## config.mk

```make
export PLATFORM = sky130hd
export DESIGN_NAME = uncached_memory_port_flat
export DESIGN_NICKNAME = d
export VERILOG_FILES = /design/src/rtl/l1_protocol_pkg.sv /design/src/rtl/uncached_memory_port_if.sv /design/src/rtl/byte_lane_aligner.sv /design/src/rtl/uncached_memory_port.sv /design/src/flat_wrapper.sv
export SDC_FILE = /design/constraint.sdc
export NUM_CORES = 1
export LEC_CHECK = 0
export BUFFER_PORTS_ARGS = -buffer_cell sky130_fd_sc_hd__buf_2
export CAP_MARGIN = 20
export CORE_UTILIZATION = 50
export CTS_CLUSTER_DIAMETER = 60
export DETAILED_ROUTE_END_ITERATION = 8
export PLACE_DENSITY = 0.84
export REMOVE_ABC_BUFFERS = 1
export SYNTH_ARGS = -nofsm -noshare
export SYNTH_HDL_FRONTEND = slang
export SYNTH_HIERARCHICAL = 1
export SYNTH_SLANG_ARGS = --single-unit
```

## constraint.sdc

```tcl
create_clock -name clk -period 16.5 [get_ports clk]
set_input_delay 2.475 -clock clk [delete_from_list [all_inputs] [get_ports clk]]
set_output_delay 2.475 -clock clk [all_outputs]
set_load 0.02 [all_outputs]
```

## src/rtl/l1_protocol_pkg.sv

```systemverilog
// l1_protocol_pkg
//   Shared definitions for the uncached L1 memory port: CPU access-type
//   encoding, access size lookup, natural-alignment helper and the port FSM
//   state enum. Imported by the interface user modules.
package l1_protocol_pkg;

  localparam int DATA_W = 64;
  localparam int MEM_AW = 61;

  // Access type as presented on the CPU side. Encoding 7 behaves as D.
  typedef enum logic [2:0] {
    DT_B  = 3'd0,
    DT_W  = 3'd1,
    DT_H  = 3'd2,
    DT_D  = 3'd3,
    DT_BU = 3'd4,
    DT_HU = 3'd5,
    DT_WU = 3'd6,
    DT_DX = 3'd7
  } dtype_e;

  typedef enum logic [2:0] {
    IDLE = 3'd0,
    RD0  = 3'd1,
    CAP0 = 3'd2,
    CAP1 = 3'd3,
    WR0  = 3'd4,
    WR1  = 3'd5,
    RESP = 3'd6
  } state_e;

  // Access size in bytes: 1, 2, 4 or 8.
  function automatic logic [3:0] size_bytes(input dtype_e dt);
    case (dt)
      DT_B, DT_BU: return 4'd1;
      DT_H, DT_HU: return 4'd2;
      DT_W, DT_WU: return 4'd4;
      default:     return 4'd8;
    endcase
  endfunction

  // Signed types get sign extension of the loaded value.
  function automatic logic sign_ext(input dtype_e dt);
    return (dt == DT_B) || (dt == DT_H) || (dt == DT_W);
  endfunction

  // Round a byte offset down to the natural alignment of the access size.
  function automatic logic [2:0] natural_offset(input logic [2:0] off,
                                                input logic [3:0] size);
    logic [3:0] m;
    m = size - 4'd1;
    return off & ~m[2:0];
  endfunction

endpackage

```

## src/rtl/uncached_memory_port_if.sv

```systemverilog
// uncached_memory_port_if
//   Bundles the CPU-side request/response signals and the doubleword memory
//   signals of the uncached memory port.
//   slave  : view used by the port itself (accepts CPU requests, drives memory)
//   master : view used by the environment (issues requests, models memory)
//   cpu_to_l1__*  : valid/ready request, we, byte addr, wr_data, rd_data, dtype
//   l1_to_mem__*  : 61-bit dw addr, wr_data, rd_data (1-cycle latency), en, we
interface uncached_memory_port_if;
  logic        cpu_to_l1__valid;
  logic        cpu_to_l1__ready;
  logic        cpu_to_l1__we;
  logic [63:0] cpu_to_l1__addr;
  logic [63:0] cpu_to_l1__wr_data;
  logic [63:0] cpu_to_l1__rd_data;
  logic [2:0]  cpu_to_l1__dtype;
  logic [60:0] l1_to_mem__addr;
  logic [63:0] l1_to_mem__wr_data;
  logic [63:0] l1_to_mem__rd_data;
  logic        l1_to_mem__en;
  logic        l1_to_mem__we;

  modport slave (
    input  cpu_to_l1__valid, cpu_to_l1__we, cpu_to_l1__addr,
           cpu_to_l1__wr_data, cpu_to_l1__dtype, l1_to_mem__rd_data,
    output cpu_to_l1__ready, cpu_to_l1__rd_data, l1_to_mem__addr,
           l1_to_mem__wr_data, l1_to_mem__en, l1_to_mem__we
  );

  modport master (
    output cpu_to_l1__valid, cpu_to_l1__we, cpu_to_l1__addr,
           cpu_to_l1__wr_data, cpu_to_l1__dtype, l1_to_mem__rd_data,
    input  cpu_to_l1__ready, cpu_to_l1__rd_data, l1_to_mem__addr,
           l1_to_mem__wr_data, l1_to_mem__en, l1_to_mem__we
  );
endinterface

```

## src/rtl/byte_lane_aligner.sv

```systemverilog
// byte_lane_aligner
//   Combinational byte-lane steering between a 16-byte window {dw1,dw0} and
//   the CPU's right-aligned data.
//   dw0, dw1 : low / high doubleword of the window as read from memory
//   off      : byte offset of the access inside dw0
//   dtype    : access type (size and signedness)
//   wr_data  : right-aligned store data
//   ld_data  : extracted, extended load result
//   st_dw0/1 : window with the store bytes merged in
module byte_lane_aligner
  import l1_protocol_pkg::*;
(
  input  logic [63:0] dw0,
  input  logic [63:0] dw1,
  input  logic [2:0]  off,
  input  dtype_e      dtype,
  input  logic [63:0] wr_data,
  output logic [63:0] ld_data,
  output logic [63:0] st_dw0,
  output logic [63:0] st_dw1
);

  function automatic logic [63:0] byte_mask(input logic [3:0] sz);
    case (sz)
      4'd1:    return 64'h0000_0000_0000_00FF;
      4'd2:    return 64'h0000_0000_0000_FFFF;
      4'd4:    return 64'h0000_0000_FFFF_FFFF;
      default: return 64'hFFFF_FFFF_FFFF_FFFF;
    endcase
  endfunction

  // Truncate to the access size, then sign- or zero-extend to 64 bits.
  function automatic logic [63:0] extend(input logic [63:0] v,
                                         input logic [3:0]  sz,
                                         input logic        sx);
    logic signed [7:0]  b;
    logic signed [15:0] h;
    logic signed [31:0] w;
    logic signed [63:0] bx;
    logic signed [63:0] hx;
    logic signed [63:0] wx;
    b  = v[7:0];
    h  = v[15:0];
    w  = v[31:0];
    bx = b;
    hx = h;
    wx = w;
    case (sz)
      4'd1:    return sx ? bx : {56'd0, v[7:0]};
      4'd2:    return sx ? hx : {48'd0, v[15:0]};
      4'd4:    return sx ? wx : {32'd0, v[31:0]};
      default: return v;
    endcase
  endfunction

  logic [3:0]   size;
  logic [5:0]   sh;
  logic [63:0]  mask;
  logic [127:0] window;
  logic [127:0] shifted;
  logic [127:0] lane_mask;
  logic [127:0] lane_data;
  logic [127:0] merged;

  always_comb begin
    size      = size_bytes(dtype);
    sh        = {off, 3'b000};
    mask      = byte_mask(size);
    window    = {dw1, dw0};
    shifted   = window >> sh;
    ld_data   = extend(shifted[63:0], size, sign_ext(dtype));
    lane_mask = {64'd0, mask} << sh;
    lane_data = {64'd0, wr_data & mask} << sh;
    merged    = (window & ~lane_mask) | lane_data;
    st_dw0    = merged[63:0];
    st_dw1    = merged[127:64];
  end

endmodule

```

## src/rtl/uncached_memory_port.sv

```systemverilog
// uncached_memory_port
//   Converts byte-addressed CPU loads/stores of 1/2/4/8 bytes into accesses on
//   a 64-bit, 61-bit-addressed doubleword memory. Sub-doubleword stores are
//   read-modify-write; stores are posted. Loads return through a one-cycle
//   ready pulse with rd_data held until the next load completes.
//   clk : clock, rst : synchronous active-high reset
//   bus : uncached_memory_port_if.slave (CPU request side + memory side)
//   Build option MISALIGNED_SPLIT_EN: accesses crossing a doubleword boundary
//   are split into two doubleword accesses. When undefined, the byte offset is
//   forced to natural alignment at acceptance and nothing ever splits.
module uncached_memory_port
  import l1_protocol_pkg::*;
(
  input logic                  clk,
  input logic                  rst,
  uncached_memory_port_if.slave bus
);

  state_e      state;
  state_e      state_nxt;

  logic        req_we;
  logic [63:0] req_addr;
  logic [63:0] req_wr_data;
  dtype_e      req_dtype;

  logic [63:0] dw0_q;
  logic [63:0] dw1_q;
  logic [63:0] rd_data_q;

  logic [63:0] aln_dw0;
  logic [63:0] aln_dw1;
  logic [63:0] ld_data;
  logic [63:0] st_dw0;
  logic [63:0] st_dw1;

  dtype_e      acc_dtype;
  logic [3:0]  acc_size;
  logic [2:0]  acc_off;
  logic        acc_direct_wr;
  logic        split;

  logic [60:0] dw_addr;
  logic [60:0] dw_addr_nx;

  logic        mem_en;
  logic        mem_we;
  logic [60:0] mem_addr;
  logic [63:0] mem_wr_data;

  assign acc_dtype = dtype_e'(bus.cpu_to_l1__dtype);
  assign acc_size  = size_bytes(acc_dtype);

`ifdef MISALIGNED_SPLIT_EN
  logic [3:0] req_size;
  logic [3:0] span;

  assign acc_off  = bus.cpu_to_l1__addr[2:0];
  assign req_size = size_bytes(req_dtype);
  assign span     = {1'b0, req_addr[2:0]} + req_size;
  assign split    = span > 4'd8;
`else
  assign acc_off  = natural_offset(bus.cpu_to_l1__addr[2:0], acc_size);
  assign split    = 1'b0;
`endif

  // A full aligned doubleword store needs no read of the old contents.
  assign acc_direct_wr = bus.cpu_to_l1__we && (acc_size == 4'd8) && (acc_off == 3'd0);

  // Second doubleword address wraps modulo 2^61 by width.
  assign dw_addr    = req_addr[63:3];
  assign dw_addr_nx = dw_addr + 61'd1;

  always_ff @(posedge clk) begin
    if (rst) state <= IDLE;
    else     state <= state_nxt;
  end

  always_comb begin
    state_nxt = state;
    case (state)
      IDLE: if (bus.cpu_to_l1__valid) state_nxt = acc_direct_wr ? WR0 : RD0;
      RD0:  state_nxt = CAP0;
      CAP0: begin
        if (split)       state_nxt = CAP1;
        else if (req_we) state_nxt = WR0;
        else             state_nxt = RESP;
      end
      CAP1: state_nxt = req_we ? WR0 : RESP;
      WR0:  state_nxt = split ? WR1 : IDLE;
      WR1:  state_nxt = IDLE;
      RESP: state_nxt = IDLE;
      default: state_nxt = IDLE;
    endcase
  end

  // Request capture; the stored offset is already the effective one.
  always_ff @(posedge clk) begin
    if (state == IDLE && bus.cpu_to_l1__valid) begin
      req_we      <= bus.cpu_to_l1__we;
      req_addr    <= {bus.cpu_to_l1__addr[63:3], acc_off};
      req_wr_data <= bus.cpu_to_l1__wr_data;
      req_dtype   <= acc_dtype;
    end
  end

  always_ff @(posedge clk) begin
    if (state == CAP0) dw0_q <= bus.l1_to_mem__rd_data;
    if (state == CAP1) dw1_q <= bus.l1_to_mem__rd_data;
  end

  // In a capture state the doubleword being captured is still on the bus,
  // so the aligner takes it directly; that lets rd_data load on RESP entry.
  assign aln_dw0 = (state == CAP0) ? bus.l1_to_mem__rd_data : dw0_q;
  assign aln_dw1 = (state == CAP1) ? bus.l1_to_mem__rd_data : dw1_q;

  byte_lane_aligner u_aligner (
    .dw0     (aln_dw0),
    .dw1     (aln_dw1),
    .off     (req_addr[2:0]),
    .dtype   (req_dtype),
    .wr_data (req_wr_data),
    .ld_data (ld_data),
    .st_dw0  (st_dw0),
    .st_dw1  (st_dw1)
  );

  always_ff @(posedge clk) begin
    if (rst)                    rd_data_q <= '0;
    else if (state_nxt == RESP) rd_data_q <= ld_data;
  end

  always_comb begin
    mem_en      = 1'b0;
    mem_we      = 1'b0;
    mem_addr    = '0;
    mem_wr_data = '0;
    if (!rst) begin
      case (state)
        RD0: begin
          mem_en   = 1'b1;
          mem_addr = dw_addr;
        end
        CAP0: begin
          if (split) begin
            mem_en   = 1'b1;
            mem_addr = dw_addr_nx;
          end
        end
        WR0: begin
          mem_en      = 1'b1;
          mem_we      = 1'b1;
          mem_addr    = dw_addr;
          mem_wr_data = st_dw0;
        end
        WR1: begin
          mem_en      = 1'b1;
          mem_we      = 1'b1;
          mem_addr    = dw_addr_nx;
          mem_wr_data = st_dw1;
        end
        default: ;
      endcase
    end
  end

  assign bus.cpu_to_l1__ready   = (state == IDLE) || (state == RESP);
  assign bus.cpu_to_l1__rd_data = rd_data_q;
  assign bus.l1_to_mem__en      = mem_en;
  assign bus.l1_to_mem__we      = mem_we;
  assign bus.l1_to_mem__addr    = mem_addr;
  assign bus.l1_to_mem__wr_data = mem_wr_data;

endmodule

```

## src/flat_wrapper.sv

```systemverilog
// flat-port wrapper written by rule: the top's interface ports become plain ports
module uncached_memory_port_flat import l1_protocol_pkg::*;
  (clk, rst, bus_cpu_to_l1__valid, bus_cpu_to_l1__we, bus_cpu_to_l1__addr, bus_cpu_to_l1__wr_data, bus_cpu_to_l1__dtype, bus_l1_to_mem__rd_data, bus_cpu_to_l1__ready, bus_cpu_to_l1__rd_data, bus_l1_to_mem__addr, bus_l1_to_mem__wr_data, bus_l1_to_mem__en, bus_l1_to_mem__we);
  uncached_memory_port_if bus_i ();
  input logic clk;
  input logic rst;
  input wire logic [$bits(bus_i.cpu_to_l1__valid)-1:0] bus_cpu_to_l1__valid;
  input wire logic [$bits(bus_i.cpu_to_l1__we)-1:0] bus_cpu_to_l1__we;
  input wire logic [$bits(bus_i.cpu_to_l1__addr)-1:0] bus_cpu_to_l1__addr;
  input wire logic [$bits(bus_i.cpu_to_l1__wr_data)-1:0] bus_cpu_to_l1__wr_data;
  input wire logic [$bits(bus_i.cpu_to_l1__dtype)-1:0] bus_cpu_to_l1__dtype;
  input wire logic [$bits(bus_i.l1_to_mem__rd_data)-1:0] bus_l1_to_mem__rd_data;
  output wire logic [$bits(bus_i.cpu_to_l1__ready)-1:0] bus_cpu_to_l1__ready;
  output wire logic [$bits(bus_i.cpu_to_l1__rd_data)-1:0] bus_cpu_to_l1__rd_data;
  output wire logic [$bits(bus_i.l1_to_mem__addr)-1:0] bus_l1_to_mem__addr;
  output wire logic [$bits(bus_i.l1_to_mem__wr_data)-1:0] bus_l1_to_mem__wr_data;
  output wire logic [$bits(bus_i.l1_to_mem__en)-1:0] bus_l1_to_mem__en;
  output wire logic [$bits(bus_i.l1_to_mem__we)-1:0] bus_l1_to_mem__we;
  assign bus_i.cpu_to_l1__valid = bus_cpu_to_l1__valid;
  assign bus_i.cpu_to_l1__we = bus_cpu_to_l1__we;
  assign bus_i.cpu_to_l1__addr = bus_cpu_to_l1__addr;
  assign bus_i.cpu_to_l1__wr_data = bus_cpu_to_l1__wr_data;
  assign bus_i.cpu_to_l1__dtype = bus_cpu_to_l1__dtype;
  assign bus_i.l1_to_mem__rd_data = bus_l1_to_mem__rd_data;
  assign bus_cpu_to_l1__ready = bus_i.cpu_to_l1__ready;
  assign bus_cpu_to_l1__rd_data = bus_i.cpu_to_l1__rd_data;
  assign bus_l1_to_mem__addr = bus_i.l1_to_mem__addr;
  assign bus_l1_to_mem__wr_data = bus_i.l1_to_mem__wr_data;
  assign bus_l1_to_mem__en = bus_i.l1_to_mem__en;
  assign bus_l1_to_mem__we = bus_i.l1_to_mem__we;
  uncached_memory_port u_core (.clk(clk), .rst(rst), .bus(bus_i));
endmodule
```

==> out/metrics.cfg <==
[status]
status = complete, no violations

[run]
drv_cap = 0

[setup_path]
critPathKind = input pin to output port
slowest_delay_ns = 0.65
crit_buf_inv = 3
cpMaxStageDelayCell = or3_1
reg2reg_from = u_core/req_addr[1]
cp.required_ns = 14.03
arrival_ns = 4.48
ff2ff_path_depth = 9
startpoint_type = input pin
reg2reg_to = u_core/bus.cpu_to_l1__rd_data[18]
worstPathMaxFanout = 34
critical_path.top_delay_family = simple AND/OR/NAND/NOR gates
path_common_cell = buf_2
critPathCaptureType = output port
cp_cell_sequence = buf_2 > or3_1 > nor2_2 > buf_4 > o311ai_1 > o41ai_1 > buf_2
r2r_setup_slack_ns = 11.52

[yosys]
synthFlopType = dfxtp_1
ys_types = 70
yosysTopAreaCellShare_pct = 19.85
ys_seq_area_share_pct = 39.40
ys_seq_elements = 327
syn-cell-area_um2 = 19970
synth_area_leader_cell = edfxtp_1
postSynthAreaPerCell_um2 = 9.438
netlist_instances = 2116
synth_area_leaders = edfxtp_1, dfxtp_1, mux2_2, mux2i_1, nand2_1
ys_async_sr_fraction_pct = 0
ys_warn_count = 6
synth_edf_count = 132
synth_commonest_cells = nand2_1, dfxtp_1, mux2_2
synth_most_common_cell = nand2_1

[die]
rows = 72
die_w_um = 201.9
io_pins = 391
die_height_um = 201.9
core_area_um2 = 39010
dieArea_um2 = 40740
start_util_pct = 51.20

[cts]
clockRootBuffer = clkbuf_16
cts_tree = done
clkLatencyLatePin_ns = 0.57
post_cts_resized = 0
postCtsHoldBufs = 0
cts_setup_buffers = 0
cts.path.max_buffers = 3
clkTransAtPathRegs_ns = 0.06
numCtsBuffers = 40
h-tree-depth = 2
clock-sinks = 327

[routing]
ant_nets = 0
drt_iter0_drc = 2392
drc_errors = 0
viasPerCell = 6.561
vias = 19350
drt-total-wl_um = 74560
wl_per_cell_um = 25.28
drtPass1Iterations = 6

[hold_path]
whs_path_depth = 2
hold_path.startpoint = u_core/bus.cpu_to_l1__rd_data[38]
hp-class = flop to flop
hold_path_end = u_core/bus.cpu_to_l1__rd_data[38]

[layout]
nets = 2596
regArea_um2 = 7868
area_growth_pct = 16.80
multi_input_comb_area_um2 = 11190
fin_cells = 2949
final.fill_count = 3301
drive_gt1_share_pct = 31.16

[timing]
fmax_mhz = 143.7
finalHoldViolations = 0
min_period_ns = 6.959
finalMaxSlewViolations = 0
final.setup.worst_slack_ns = 9.541
finalCritPeriodShare_pct = 42.17
rsz0062_at_grt = false
setup_viol = 0
maxSlewHeadroom_pct = 20.20
clock_skew_ns = 0.02011
tightest_slew_ns = 1.192

[grt]
grt_pass1_vias = 18520
grt_overflow = 0
grt_pass1_wl_um = 110500
grt_usage_pct = 35.51
grt_max_degree = 187
grt_antenna_before_repair = 23

[place]
port-buffer-count = 390
dp.cells = 2872
dpl_worst_slack_ns = 9.555
place_hpwl_um = 49980
place_congestion = 0.9928

[power]
clkPwrFrac_pct = 30.7
sw_frac_of_total_pct = 33.19
powerDensity_nw_per_um2 = 122.5
intPower_uw = 1909
irDropWorstVdd_uv = 82.66
power.switching_uw = 948.4
power_frac_seq_pct = 37.2
leakage_uw = 0.009244
p_comb_share_pct = 32.0

[area by class of cell]
type                    instances  share of cell area (%)
repair buffers                425                   9.548
clock inverters                22                  0.8744
diodes                          5                 0.05364
flip-flops and latches        327                   33.73
inverters                      17                  0.2736
clock buffers                  50                   4.763
multi-input cells            1585                   47.98
well taps                     518                   2.779
[kinds of logic after synthesis]
logic type | count (synthesis) | synth area share, %
adders and majority gates | 1 | 0.06264
DFF | 327 | 39.40
and+or+nand+nor | 640 | 14.77
xor gates and xnor gates | 1 | 0.04386
AOI/OAI and AO/OA | 580 | 18.79
buffers and inverters | 204 | 4.837
muxes | 363 | 22.10
[metrics by stage]
step	instance area, µm²	total power [µW]	hold WS, ns	setup TNS, ns	utilization (%)
3_5_place_dp	22000	1960	0.4472	0	56.39
4_1_cts	23310	2836	0.4555	0	59.76
5_1_grt	23310	2964	0.4716	0	59.76
6_report	23320	2857	0.4516	0	59.80
2_1_floorplan	19070	1725	0.4502	-44.44	-
3_3_place_gp	21990	1924	0.4448	0	56.37
[metal layers]
layer | wire length [µm] | GRT usage [%]
met1 | 26320 | 42.92
met2 | 33790 | 56.50
met3 | 9780 | 11.25
met4 | 4440 | 18.70
met5 | 226 | 0
[placed cells by master, fill, tap and decap left out, types with 10 or more instances in the layout]
| master | instances |
|---|---|
| o21a_1 | 13 |
| a21oi_1 | 131 |
| nor3_1 | 24 |
| nor2b_1 | 15 |
| a31oi_1 | 18 |
| mux4_2 | 44 |
| inv_1 | 16 |
| mux2_2 | 183 |
| nor2_1 | 149 |
| o21ai_0 | 165 |
| dfxtp_1 | 195 |
| or3_1 | 11 |
| edfxtp_1 | 132 |
| mux2i_1 | 135 |
| buf_4 | 34 |
| a221o_1 | 32 |
| nand3_1 | 36 |
| and2_1 | 17 |
| nand2_1 | 293 |
| and3_1 | 10 |
| clkbuf_16 | 42 |
| nand4_1 | 23 |
| o211ai_1 | 37 |
| a32oi_1 | 13 |
| buf_2 | 390 |
| a22oi_1 | 102 |
[power groups by stage]
| stage | Sequential, µW | Clock [µW] | Combinational, µW |
|---|---|---|---|
| 6_report | 1060 | 878 | 915 |
| 4_1_cts | 1060 | 887 | 887 |
| 2_1_floorplan | 1100 | 0 | 626 |
| 5_1_grt | 1080 | 917 | 968 |
| 3_3_place_gp | 1070 | 0 | 855 |
| 3_5_place_dp | 1080 | 0 | 881 |
[worst max path at each step]
stage / cells past startpoint / slack (ns) / end / from
floorplan: 1 / -0.33 / u_core/req_addr[0] / bus_cpu_to_l1__valid
global placement: 7 / 9.55 / bus_l1_to_mem__addr[53] / rst
detailed placement: 6 / 9.56 / bus_l1_to_mem__wr_data[38] / rst
CTS: 6 / 9.55 / bus_l1_to_mem__wr_data[27] / rst
global route: 6 / 9.40 / bus_l1_to_mem__wr_data[38] / rst
finish: 7 / 9.54 / bus_l1_to_mem__addr[53] / rst
[registers in the layout, indices dropped and copies added, names as in the netlist]
register and cells:
u_core/dw0_q 64, u_core/req_addr 64, u_core/req_wr_data 64, u_core/req_we 1
u_core/state 3, u_core/dw1_q 64, u_core/req_dtype 3, u_core/bus.cpu_to_l1__rd_data 64
[worst min-delay path, cell delays in order (launching register included)]
cell and delay (ns):
dfxtp_1 0.30, nand2_1 0.05, a21oi_1 0.05
Note: power is estimated with default switching activity, not from simulation.
